==> config.mk <==
export PLATFORM = sky130hd
export DESIGN_NAME = key_conditioner
export DESIGN_NICKNAME = d
export VERILOG_FILES = /design/src/rtl/key_cond_pkg.sv /design/src/rtl/sync_2ff.sv /design/src/rtl/key_conditioner.sv
export SDC_FILE = /design/constraint.sdc
export NUM_CORES = 1
export LEC_CHECK = 0
export CORE_ASPECT_RATIO = 2
export CORE_MARGIN = 3
export CORE_UTILIZATION = 44
export CTS_CLUSTER_DIAMETER = 50
export CTS_CLUSTER_SIZE = 25
export DETAILED_ROUTE_END_ITERATION = 7
export PLACE_DENSITY_LB_ADDON = 0.15
export SLEW_MARGIN = 20
export SYNTH_ARGS = -nofsm -noshare
export SYNTH_HDL_FRONTEND = slang
export SYNTH_SLANG_ARGS = --single-unit
==> constraint.sdc <==
create_clock -name clk_clk -period 5.5 [get_ports clk_clk]
set_input_delay 1.65 -clock clk_clk [delete_from_list [all_inputs] [get_ports clk_clk]]
set_output_delay 1.65 -clock clk_clk [all_outputs]
set_load 0.02 [all_outputs]
==> src/rtl/key_cond_pkg.sv <==
`default_nettype none
// ============================================================================
// Module      : key_cond_pkg
// Description : Shared types and default constants for the KEY0 conditioner.
//               Holds the debounce state encoding, the default timing and
//               counter width, and a helper that answers whether a state
//               counts as "key down".
// Revision    : 1.0 - initial release
// ============================================================================
package key_cond_pkg;

    // Debounce state machine encoding
    typedef enum logic [1:0] {
        ST_RELEASED     = 2'd0,
        ST_PRESS_WAIT   = 2'd1,
        ST_PRESSED      = 2'd2,
        ST_RELEASE_WAIT = 2'd3
    } key_state_t;

    // Defaults for a 50 MHz fabric clock
    localparam int KC_DEBOUNCE_DEF = 1_000_000;   // 20 ms
    localparam int KC_LONG_DEF     = 50_000_000;  // 1 s
    localparam int KC_CNT_W_DEF    = 8;

    // RELEASE_WAIT still reports the key as down: the release is not yet
    // accepted, so the clean level must not move until it is.
    function automatic logic kc_is_down(input key_state_t st);
        return (st == ST_PRESSED) || (st == ST_RELEASE_WAIT);
    endfunction

endpackage
`default_nettype wire

==> src/rtl/sync_2ff.sv <==
`default_nettype none
// ============================================================================
// Module      : sync_2ff
// Description : Generic two-flop synchroniser for asynchronous board inputs
//               (keys, switches). The reset value is a parameter so that
//               active-low inputs can come out of reset in their idle level.
// Ports       : clk  - destination clock
//               rst  - synchronous active-high reset
//               i_d  - asynchronous input
//               o_q  - synchronised output (2 cycles of latency)
// Revision    : 1.0 - initial release
// ============================================================================
module sync_2ff #(
    parameter int               WIDTH     = 1,
    parameter logic [WIDTH-1:0] RESET_VAL = '0
) (
    input  wire logic             clk,
    input  wire logic             rst,
    input  wire logic [WIDTH-1:0] i_d,
    output logic      [WIDTH-1:0] o_q
);

    logic [WIDTH-1:0] r_meta;
    logic [WIDTH-1:0] r_sync;

    always_ff @(posedge clk) begin
        if (rst) begin
            r_meta <= RESET_VAL;
            r_sync <= RESET_VAL;
        end else begin
            r_meta <= i_d;
            r_sync <= r_meta;
        end
    end

    assign o_q = r_sync;

endmodule
`default_nettype wire

==> src/rtl/key_conditioner.sv <==
`default_nettype none
// ============================================================================
// Module      : key_conditioner
// Description : Conditions the raw active-low KEY0 pin for the HPS PIO and
//               fabric logic: 2-FF synchronisation, four-state debounce,
//               single-cycle press / release / long-press strobes and a
//               wrap-around press counter.
// Ports       : clk_clk          - system clock (50 MHz)
//               reset_reset      - synchronous active-high reset
//               key_n_in         - raw KEY0 pin, 0 = pressed, asynchronous
//               key_db_n         - debounced level, 0 = pressed (to PIO)
//               pressed          - debounced level, 1 = pressed
//               press_pulse      - one-cycle strobe on accepted press
//               release_pulse    - one-cycle strobe on accepted release
//               long_press_pulse - one-cycle strobe, at most once per press
//               count_clr        - synchronous clear of press_count
//               press_count      - accepted presses modulo 2^CNT_W
// Revision    : 1.0 - initial release
// ============================================================================
module key_conditioner
    import key_cond_pkg::*;
#(
    parameter int DEBOUNCE_CYCLES   = KC_DEBOUNCE_DEF,
    parameter int LONG_PRESS_CYCLES = KC_LONG_DEF,
    parameter int CNT_W             = KC_CNT_W_DEF
) (
    input  wire logic             clk_clk,
    input  wire logic             reset_reset,
    input  wire logic             key_n_in,
    output logic                  key_db_n,
    output logic                  pressed,
    output logic                  press_pulse,
    output logic                  release_pulse,
    output logic                  long_press_pulse,
    input  wire logic             count_clr,
    output logic      [CNT_W-1:0] press_count
);

    // ------------------------------------------------------------------------
    // Elaboration-time parameter checks
    // ------------------------------------------------------------------------
    if (DEBOUNCE_CYCLES < 2) begin : g_chk_debounce
        $error("key_conditioner: DEBOUNCE_CYCLES must be >= 2");
    end
    if (LONG_PRESS_CYCLES < 1) begin : g_chk_long
        $error("key_conditioner: LONG_PRESS_CYCLES must be >= 1");
    end
    if (CNT_W < 1) begin : g_chk_cnt_w
        $error("key_conditioner: CNT_W must be >= 1");
    end

    // ------------------------------------------------------------------------
    // Constants
    // ------------------------------------------------------------------------
    localparam int c_DB_W   = (DEBOUNCE_CYCLES > 2) ? $clog2(DEBOUNCE_CYCLES) : 1;
    localparam int c_HOLD_W = (LONG_PRESS_CYCLES > 1) ? $clog2(LONG_PRESS_CYCLES + 1) : 1;

    localparam logic [c_DB_W-1:0]   c_DB_ONE    = c_DB_W'(1);
    localparam logic [c_DB_W-1:0]   c_DB_LAST   = c_DB_W'(DEBOUNCE_CYCLES - 1);
    localparam logic [c_HOLD_W-1:0] c_HOLD_ONE  = c_HOLD_W'(1);
    // Hold counter parks one above the firing value so the fire compare can
    // never be true twice within the same press.
    localparam logic [c_HOLD_W-1:0] c_HOLD_FIRE = c_HOLD_W'(LONG_PRESS_CYCLES - 1);
    localparam logic [c_HOLD_W-1:0] c_HOLD_MAX  = c_HOLD_W'(LONG_PRESS_CYCLES);
    localparam logic [CNT_W-1:0]    c_CNT_ONE   = CNT_W'(1);

    // ------------------------------------------------------------------------
    // Signals
    // ------------------------------------------------------------------------
    logic                w_key_s;
    key_state_t          r_state;
    key_state_t          w_state_nxt;
    logic [c_DB_W-1:0]   r_db_cnt;
    logic [c_DB_W-1:0]   w_db_cnt_nxt;
    logic [c_HOLD_W-1:0] r_hold_cnt;
    logic [c_HOLD_W-1:0] w_hold_cnt_nxt;

    logic                w_pressed_nxt;
    logic                w_press_pulse_nxt;
    logic                w_release_pulse_nxt;
    logic                w_long_pulse_nxt;

    logic                r_pressed;
    logic                r_key_db_n;
    logic                r_press_pulse;
    logic                r_release_pulse;
    logic                r_long_pulse;
    logic [CNT_W-1:0]    r_press_count;

    // ------------------------------------------------------------------------
    // Pin synchroniser; idles at 1 (released) out of reset
    // ------------------------------------------------------------------------
    sync_2ff #(
        .WIDTH     (1),
        .RESET_VAL (1'b1)
    ) u_key_sync (
        .clk (clk_clk),
        .rst (reset_reset),
        .i_d (key_n_in),
        .o_q (w_key_s)
    );

    // ------------------------------------------------------------------------
    // State register (state plus its counters)
    // ------------------------------------------------------------------------
    always_ff @(posedge clk_clk) begin
        if (reset_reset) begin
            r_state    <= ST_RELEASED;
            r_db_cnt   <= '0;
            r_hold_cnt <= '0;
        end else begin
            r_state    <= w_state_nxt;
            r_db_cnt   <= w_db_cnt_nxt;
            r_hold_cnt <= w_hold_cnt_nxt;
        end
    end

    // ------------------------------------------------------------------------
    // Next-state logic
    // ------------------------------------------------------------------------
    always_comb begin
        w_state_nxt    = r_state;
        w_db_cnt_nxt   = '0;
        w_hold_cnt_nxt = r_hold_cnt;

        case (r_state)
            ST_RELEASED: begin
                if (!w_key_s) begin
                    w_state_nxt  = ST_PRESS_WAIT;
                    w_db_cnt_nxt = c_DB_ONE;
                end
            end
            ST_PRESS_WAIT: begin
                // Zeroing here means the hold count is 0 in the press_pulse cycle
                w_hold_cnt_nxt = '0;
                if (w_key_s) begin
                    w_state_nxt = ST_RELEASED;
                end else if (r_db_cnt == c_DB_LAST) begin
                    w_state_nxt = ST_PRESSED;
                end else begin
                    w_db_cnt_nxt = r_db_cnt + c_DB_ONE;
                end
            end
            ST_PRESSED: begin
                if (w_key_s) begin
                    w_state_nxt  = ST_RELEASE_WAIT;
                    w_db_cnt_nxt = c_DB_ONE;
                end
            end
            ST_RELEASE_WAIT: begin
                if (!w_key_s) begin
                    w_state_nxt = ST_PRESSED;
                end else if (r_db_cnt == c_DB_LAST) begin
                    w_state_nxt = ST_RELEASED;
                end else begin
                    w_db_cnt_nxt = r_db_cnt + c_DB_ONE;
                end
            end
            default: begin
                w_state_nxt = ST_RELEASED;
            end
        endcase

        // Hold time keeps running through release bounce so a long press is
        // timed from the accepted press, not from the last bounce.
        if (kc_is_down(r_state) && (r_hold_cnt != c_HOLD_MAX)) begin
            w_hold_cnt_nxt = r_hold_cnt + c_HOLD_ONE;
        end
    end

    // ------------------------------------------------------------------------
    // Output decode, taken from the upcoming state so that the registered
    // outputs line up with the state register.
    // ------------------------------------------------------------------------
    always_comb begin
        w_pressed_nxt       = kc_is_down(w_state_nxt);
        w_press_pulse_nxt   = (r_state == ST_PRESS_WAIT)   && (w_state_nxt == ST_PRESSED);
        w_release_pulse_nxt = (r_state == ST_RELEASE_WAIT) && (w_state_nxt == ST_RELEASED);
        w_long_pulse_nxt    = kc_is_down(r_state) && (r_hold_cnt == c_HOLD_FIRE);
    end

    // ------------------------------------------------------------------------
    // Registered outputs and press counter
    // ------------------------------------------------------------------------
    always_ff @(posedge clk_clk) begin
        if (reset_reset) begin
            r_pressed       <= 1'b0;
            r_key_db_n      <= 1'b1;
            r_press_pulse   <= 1'b0;
            r_release_pulse <= 1'b0;
            r_long_pulse    <= 1'b0;
            r_press_count   <= '0;
        end else begin
            r_pressed       <= w_pressed_nxt;
            r_key_db_n      <= ~w_pressed_nxt;
            r_press_pulse   <= w_press_pulse_nxt;
            r_release_pulse <= w_release_pulse_nxt;
            r_long_pulse    <= w_long_pulse_nxt;
            // A clear that coincides with a press still counts that press
            if (count_clr) begin
                r_press_count <= r_press_pulse ? c_CNT_ONE : '0;
            end else if (r_press_pulse) begin
                r_press_count <= r_press_count + c_CNT_ONE;
            end
        end
    end

    assign pressed          = r_pressed;
    assign key_db_n         = r_key_db_n;
    assign press_pulse      = r_press_pulse;
    assign release_pulse    = r_release_pulse;
    assign long_press_pulse = r_long_pulse;
    assign press_count      = r_press_count;

endmodule
`default_nettype wire

==> out/results.txt <==
Status - completed
Most frequent cells in the layout - 63 x dfxtp_1, 43 x nor2_1, 27 x nand2_1, 23 x nand3_1, 16 x clkdlybuf4s50_1
CTS tree - done
Crit path cell chain - clkdlybuf4s50_1, nor2_1, o21ai_1, or3_1, o21ai_0
Setup TNS - 0 ns
Max Fclk - 282.9 MHz
WL final - 7410 µm
Leading post-synthesis cells by cell area - dfxtp_1 41%, nor2_1 5.3%, nand3_1 3.8%
# rows - 42
Maximum buffer depth of the clock tree - 2
Die ar. - 8028 µm²
Initial core utilization - 45.71%
Clk sinks - 63
Final Critical Period - 3.534 ns
GRT Overall Usage - 20.80%
Clk_lat worst skew - 0.33 ns
Synthesized area - 3050 µm²
WHS - 0.4223 ns
Die Wd - 64.88 µm
Resized cells post-CTS - 0
Setup crit start kind - input port
Commonest non-fill, non-tap cell in the layout - dfxtp_1
Worst Path Buf+Inv - 1
# IOs - 17
Min-delay src - u_key_sync.r_meta$_SDFF_PP1_
Crit-path max FO - 19
Leakage - 1.196 nW
Largest net degree at the start of global routing - 20
RSZ-0062 raised after global routing - no
Share of cells above drive strength 1 - 7.527%
Crit-path leading delay family - simple AND/OR/NAND/NOR gates
Critical path origin - reset_reset
Ys async rst share - 0%
Crit path depth - 5
Pwr Total - 1.051 mW
Pwr Density - 295.3 nW/µm²
Slowest cell on crit path - clkdlybuf4s50_1
Max VDD drop - 0.2432 mV
Footprint of the multi-input gates - 1677 µm²
# DRC - 0
Top cell type's share of synthesized area - 41.35%
Layout Skew - 0.005283 ns
Vias per cell - 5.752
Initial antenna violation count - 0
RD Place Congestion - 0.9271
Post CTS Setup Buffer Count - 0
FF-to-FF Start - r_hold_cnt[0]$_SDFFE_PP0P_
Sequential share of the synthesized area - 41.35%
Worst EP required - 5.76 ns
Slew Viols, Final - 0
Synth Instances - 355
CP Class - in2reg
Reg clk slew, reported paths - 0.05 ns
# port buffers - 16
CTS Hold Bufs - 0
Finish-stage setup viols - 0
Fillcell total - 658
Hold depth - 1
Cell variety after synth - 49
Detailed Place HPWL - 5408 µm
First-pass GRT wire length - 12650 µm
Register bit count reported by yosys - 63
Fin nets - 375
CP peak stage delay - 0.72 ns
Antenna cells - 0
Vias in the first global route - 2694
Post-synthesis net count - 363
First drt pass iteration count - 6
Num CTS Buffers - 9
Final Hold Viols - 0
Antenna viol nets, final - 0
Drt wl/cell - 16.11 µm
Die extent in y - 123.8 µm
Gr ovfl total - 0
Max-cap violations - 0
H-tree Lvls - 3
Area grow syn2layout - 16.69%
Core area - 6674 µm²
Initial DRC count - 179
Number of flops mapped to enable cells by yosys - 0
Area leader, netlist - dfxtp_1
Syn Area/Cell - 8.593 µm²
Synth warn - 0
Worst Setup End Kind - flip-flop
Final core occ - 53.34%
Worst reg2reg path depth - 7
Worst Hold Class - reg2reg
Worst path arrival time - 3.79 ns
Worst Max-Slew Pin Slew - 1.001 ns
CTS Root Cell - clkbuf_16
Max-slew headroom - 32.84%
Flip-flop and latch area - 1261 µm²
Ys flop type - dfxtp_1
Via Count - 2646
Period utilisation layout - 64.26%
## power by group
group,switching (mW),total (mW),internal (mW)
sequential,0.00108,0.459,0.458
clock,0.192,0.578,0.386
combinational,0.00858,0.0141,0.00546
total,0.202,1.05,0.849
## cells by family after synthesis
logic type / synth area share, %
AND/OR/NAND/NOR: 30.07
flip-flops: 41.35
AO/OA/AOI/OAI: 13.41
XOR/XNOR: 7.465
buffers and inverters: 3.692
multiplexers: 2.379
adder cells (fa/ha/maj): 1.641
## final cells by class
class / instances / share of cell area [%]
flip-flops and latches: 63 / 35.43
repair buffers: 16 / 4.499
well taps: 88 / 3.093
clock buffers: 13 / 7.592
multi-input cells: 266 / 47.10
inverters: 11 / 1.160
clock inverters: 3 / 1.125
## cell usage after synthesis (4+ instances only)
| master | count |
|---|---|
| nand3_1 | 23 |
| and3_1 | 7 |
| and2_1 | 5 |
| or4_1 | 8 |
| and4_1 | 5 |
| nor2_1 | 43 |
| o31ai_1 | 6 |
| xnor2_1 | 13 |
| clkbuf_1 | 7 |
| nand2_1 | 27 |
| nor4_1 | 10 |
| o21ai_0 | 10 |
| or3_1 | 4 |
| mux2i_1 | 5 |
| buf_2 | 6 |
| or2_2 | 6 |
| nor3_1 | 11 |
| xor2_1 | 13 |
| ha_1 | 4 |
| inv_1 | 11 |
| a21o_1 | 4 |
| a211o_1 | 5 |
| dfxtp_1 | 63 |
| nand4_1 | 13 |
| a21oi_1 | 12 |
## routing by layer
layer	global-route usage [%]	routed length, µm	vias up
met1	20.22	2810	1249
met3	4.513	188	25
met2	37.52	4091	60
li1	-	-	1312
met4	15.50	319	0
met5	0	0	-
## stage by stage
stage / setup slack [ns] / instance area, µm² / instances
2_1_floorplan: 2.697 / 3050 / 355
3_3_place_gp: 1.685 / 3249 / 444
3_5_place_dp: 1.632 / 3249 / 444
4_1_cts: 1.977 / 3560 / 460
5_1_grt: 1.698 / 3560 / 460
6_report: 1.966 / 3560 / 460
## state kept, by name, indices dropped and copies added (netlist names), 2 cells and up
register and cells:
press_count 8, r_hold_cnt 26, r_state 2, r_db_cnt 20
## worst reg2reg max path, delay by kind of cell, from the launching register on
family | cells | cell delay, ns
adders and majority gates | 1 | 0.15
DFF | 1 | 0.35
AOI/OAI and AO/OA | 2 | 1.12
buffers and inverters | 1 | 0.10
and+or+nand+nor | 3 | 0.81
## path summary, 6_finish.rpt
kind / to / slack (ns)
max reg2reg: r_hold_cnt[24]$_SDFFE_PP0P_ / 2.85
min: u_key_sync.o_q$_SDFF_PP1_ / 0.42
max: r_hold_cnt[8]$_SDFFE_PP0P_ / 1.97
min reg2reg: u_key_sync.o_q$_SDFF_PP1_ / 0.42
No activity file was read; power rests on OpenSTA's default activity.
